--- src/rtl/switch_port_arbiter.sv ---
// Packet-level round-robin arbiter for one switch output port.
// A grant is held from the grant edge until the beat flagged in_last is accepted.
// The winner scan starts just above the last finished input, so that input is
// lowest priority.
// Optional build macro SWITCH_ARB_WATCHDOG_EN adds a stall watchdog.
// When the watchdog fires, it force-releases a grant after TIMEOUT stalled cycles.
module switch_port_arbiter #(
  parameter int unsigned NUM_REQ = 4,
  parameter int unsigned ID_W    = 2,
  parameter int unsigned TIMEOUT = 255
) (
  input  logic               clk,
  input  logic               reset,
  input  logic [NUM_REQ-1:0] req,
  input  logic [NUM_REQ-1:0] in_valid,
  input  logic [NUM_REQ-1:0] in_last,
  input  logic               out_ready,
  output logic [NUM_REQ-1:0] gnt,
  output logic [ID_W-1:0]    gnt_id,
  output logic [NUM_REQ-1:0] in_ready,
  output logic               out_valid,
  output logic               pkt_done,
  output logic               timeout
);

  typedef enum logic {StIdle, StXfer} state_e;

  state_e              state;
  logic [ID_W-1:0]     rr_ptr;
  logic [ID_W-1:0]     scan_base;
  logic [ID_W-1:0]     scan_idx;
  logic [ID_W-1:0]     win_id;
  logic                any_req;
  logic                xfer;
  logic                last;
  logic                wd_fire;

  // Datapath handshake derived from the registered grant
  always_comb begin
    in_ready  = gnt & {NUM_REQ{out_ready}};
    out_valid = |(gnt & in_valid);
    xfer      = out_valid & out_ready;
    last      = xfer & in_last[gnt_id];
    any_req   = |req;
  end

  // Re-arbitration on the last beat must already treat the finishing input as
  // lowest priority, before rr_ptr has been updated.
  always_comb begin
    scan_base = (state == StXfer) ? gnt_id : rr_ptr;
  end

  // Winner: first set req bit scanning upward from scan_base+1, wrapping
  always_comb begin
    win_id   = '0;
    scan_idx = '0;
    for (int unsigned k = NUM_REQ; k >= 1; k--) begin
      scan_idx = ID_W'((int'(scan_base) + k) % NUM_REQ);
      if (req[scan_idx]) begin
        win_id = scan_idx;
      end
    end
  end

`ifdef SWITCH_ARB_WATCHDOG_EN
  localparam int unsigned CNT_W = ($clog2(TIMEOUT + 1) > 8) ? $clog2(TIMEOUT + 1) : 8;

  logic [CNT_W-1:0] stall_cnt;

  // Fire on the stall cycle that would bring the counter up to TIMEOUT
  always_comb begin
    wd_fire = (state == StXfer) && !xfer && (stall_cnt == CNT_W'(TIMEOUT - 1));
  end

  // Stall counter: cleared while idle (covers every fresh grant) and on each beat
  always_ff @(posedge clk or posedge reset) begin
    if (reset) begin
      stall_cnt <= '0;
    end else if (state == StIdle || xfer || wd_fire) begin
      stall_cnt <= '0;
    end else begin
      stall_cnt <= stall_cnt + 1'b1;
    end
  end

  // Registered one-cycle timeout pulse
  always_ff @(posedge clk or posedge reset) begin
    if (reset) begin
      timeout <= 1'b0;
    end else begin
      timeout <= wd_fire;
    end
  end
`else
  // No watchdog: a grant is held indefinitely
  always_comb begin
    wd_fire = 1'b0;
    timeout = 1'b0;
  end
`endif

  // Arbitration FSM with registered grant and packet-done pulse
  always_ff @(posedge clk or posedge reset) begin
    if (reset) begin
      state    <= StIdle;
      gnt      <= '0;
      gnt_id   <= '0;
      rr_ptr   <= ID_W'(NUM_REQ - 1);
      pkt_done <= 1'b0;
    end else begin
      pkt_done <= 1'b0;
      unique case (state)
        StIdle: begin
          if (any_req) begin
            state  <= StXfer;
            gnt    <= {{(NUM_REQ-1){1'b0}}, 1'b1} << win_id;
            gnt_id <= win_id;
          end
        end
        StXfer: begin
          if (last) begin
            pkt_done <= 1'b1;
            rr_ptr   <= gnt_id;
            if (any_req) begin
              gnt    <= {{(NUM_REQ-1){1'b0}}, 1'b1} << win_id;
              gnt_id <= win_id;
            end else begin
              state  <= StIdle;
              gnt    <= '0;
              gnt_id <= '0;
            end
          end else if (wd_fire) begin
            rr_ptr <= gnt_id;
            state  <= StIdle;
            gnt    <= '0;
            gnt_id <= '0;
          end
        end
        default: begin
          state  <= StIdle;
          gnt    <= '0;
          gnt_id <= '0;
        end
      endcase
    end
  end

endmodule

--- config.mk ---
export PLATFORM = sky130hd
export DESIGN_NAME = switch_port_arbiter
export DESIGN_NICKNAME = d
export VERILOG_FILES = /design/src/rtl/switch_port_arbiter.sv
export SDC_FILE = /design/constraint.sdc
export NUM_CORES = 1
export LEC_CHECK = 0
export ABC_AREA = 1
export CORE_MARGIN = 8
export CORE_UTILIZATION = 45
export CTS_BUF_LIST = sky130_fd_sc_hd__clkbuf_8
export CTS_CLUSTER_DIAMETER = 60
export DETAILED_ROUTE_END_ITERATION = 6
export DONT_BUFFER_PORTS = 1
export SLEW_MARGIN = 20
export SYNTH_ARGS = -nofsm -noshare
export SYNTH_HDL_FRONTEND = slang
export SYNTH_SLANG_ARGS = --single-unit
--- constraint.sdc ---
create_clock -name clk -period 2.09 [get_ports clk]
set_clock_uncertainty 0.2 [all_clocks]
set_input_delay 0.3135 -clock clk [delete_from_list [all_inputs] [get_ports clk]]
set_output_delay 0.3135 -clock clk [all_outputs]
set_load 0.05 [all_outputs]
==> results.toml <==
[status]
status = "finished, final reports clean"

[synthesis]
synth_nets = 161
mappedNetlistArea_um2 = 835
synth_warnings = 0
syn-mean-instance-area_um2 = 5.72
syn_inst = 146
ys_seq_elements = 10
synth.top_cell.area_share = 0.324
yosys.area.top_type = "nand2_1"
ys_seq_area_frac = 0.303
synth.area.top_cells = "nand2_1, dfrtp_1, nand3_1"
netlist-cell-type-count = 17

[detailed_routing]
drt_iter0_drc = 22
wirelength_um = 2100
firstDrtPassIters = 4
via_count = 906
drc_errors = 0
routedWlPerCell_um = 11.4
antenna_left = 0
vias_per_cell = 4.92

[die]
boundaryPins = 28
start_util = 0.478
die-area_mm2 = 0.00349
rows = 15
core_region_area_mm2 = 0.00175
die_w_um = 59.1
fp.dieH_um = 59.1

[timing]
rsz0062_at_grt = "false"
fin_ws_ps = 191
fin_tns_setup_ps = 0
hold_violations = 0
fmax_ghz = 0.527
setup_viol = 0
post-route-min-period_ps = 1900
timing.final.crit_share = 0.908
slew_viol_final = 0

[power_and_ir_drop]
p_per_area_mw_per_mm2 = 1680
leakagePower_nw = 0.613
ir_drop_v = 0.000709

[cts]
cts.clk_slew.worst_paths_ps = 50
htreeDepth = 1
cts.sinks = 10
cts_root_buffer = "clkbuf_8"
cts_setup_buffers = 0
cts_tree = "done"
clk_path_buf_depth = 2
clk_latency_ps = 230
cts_inserted_buffers = 3

[global_routing]
antenna_found_initial = 0
gr-total-overflow = 0
grt_max_degree = 11
grt_use_total = 0.130
grt_pass1_vias = 858
grt_pass1_wl_um = 3630

[critical_path]
worstPathRequired_ps = 2050
start_kind = "register"
worst-r2r-setup-slack_ps = 190
timing.rr.end = "gnt_id[1]"
crit_fanout = 8
cp-end-kind = "register"
r2r-start = "rr_ptr[0]"
arrival_ps = 1850
worst-r2r-cell-count = 11
crit_type = "register to register"

[flow_run]
drv_cap = 0

[hold_path]
hp-class = "primary input to register"
hold_end = "state"
hold_start = "req[3]"
min_path_cells = 3

[layout]
antenna_cells = 0
area_growth_syn_to_layout_pct = 19.8
drive_above_1_share = 0.176
final_nets = 175

[placement]
port_buffers = 0
gp_congestion = 0.799
dp_slack_ps = 202
hpwl_um = 1760
==> cells by family (layout without fill, tap and decap cells) <==
| kind of cell | Yosys count | in the layout | share of synthesized area |
|---|---|---|---|
| compound gates | 11 | 11 | 0.0720 |
| buf+inv | 21 | 34 | 0.0990 |
| flops | 10 | 10 | 0.303 |
| other cells | 1 | 1 | 0.00449 |
| simple gates | 103 | 103 | 0.522 |
==> critical path, stage by stage (launching register included) <==
cell and delay [ps]:
dfstp_2 550, inv_1 60, nand2_1 90, nand2_2 120, nand2_1 90, nand2_1 90, nand2_1 70, nand2_1 60
o21bai_1 120, nand2_1 110, nor2_2 130, o21bai_1 130
==> where the power goes <==
part           total [W]  switching (W)  internal, W
sequential      0.000361      0.0000787     0.000282
clock           0.000243      0.0000768     0.000166
combinational    0.00108       0.000773     0.000307
total            0.00168       0.000929     0.000755
==> Yosys cell counts (all sizes together) <==
| cell type | number |
|---|---|
| nor4 | 1 |
| a21oi | 3 |
| o21bai | 2 |
| conb | 1 |
| nor2 | 10 |
| nand4 | 2 |
| nand2 | 75 |
| inv | 20 |
| dfstp | 2 |
| buf | 1 |
| nand3 | 15 |
| o21ai | 6 |
| dfrtp | 8 |
==> how the worst max path moves through the flow <==
stage	from	endpoint	slack, ps
global placement	rr_ptr[0]	gnt[3]	200
detailed placement	state	gnt[3]	200
CTS	rr_ptr[0]	gnt[3]	180
global route	state	gnt[3]	5
floorplan	gnt[3]	gnt[2]	10
finish	rr_ptr[0]	gnt_id[1]	190
==> cells in the final DEF, fill, tap and decap left out <==
cell type and count:
o21bai_1 2, a21oi_1 3, dlygate4sd3_1 1, nand2_1 71
clkbuf_8 4, dfstp_2 2, conb_1 1, o21ai_0 6
nor4_1 1, dfrtp_1 3, nor2_1 8, inv_1 18
inv_2 2, nand4_1 2, nor2_2 2, dfrtp_2 5
nand2_4 2, nand2_2 2, nand3_1 15, buf_4 9
==> metal layers <==
| layer | share of wire | routed length (µm) | global-route usage |
|---|---|---|---|
| met1 | 0.44 | 921 | 0.150 |
| met2 | 0.43 | 892 | 0.202 |
| met3 | 0.11 | 229 | 0.0390 |
| met4 | 0.025 | 53 | 0.0853 |
| met5 | 0 | 0 | 0 |
==> through the flow <==
stage               instance area [µm²]   util  total power (W)  instances  hold slack (ps)
floorplan                           840      -          0.00120        146            -48.0
global placement                    931  0.533          0.00143        179           -0.384
detailed placement                  931  0.533          0.00144        179            -1.28
CTS                                 996  0.571          0.00168        184              137
global route                       1000  0.573          0.00186        184              147
finish                             1000  0.573          0.00168        184              132
==> state kept, by name, summed over array words and instances, names as in the netlist <==
register,flops
gnt,4
gnt_id,2
rr_ptr,2
pkt_done,1
state,1
==> layout make-up <==
type	count	area [µm²]
clock buffer	4	55.1
sequential	10	259
fill	173	746
multi-input combinational	115	502
timing repair buffer	10	77.6
inverter	20	75.1
tap	25	31.3
==> repair_timing <==
| action | in CTS | in global routing |
|---|---|---|
| hold buffers | 1 | 0 |
| endpoints found under the setup margin | 0 | 3 |
| endpoints found under the hold margin | 8 | 0 |
| gates resized for setup | 0 | 3 |
(Power assumes the default switching activity.)
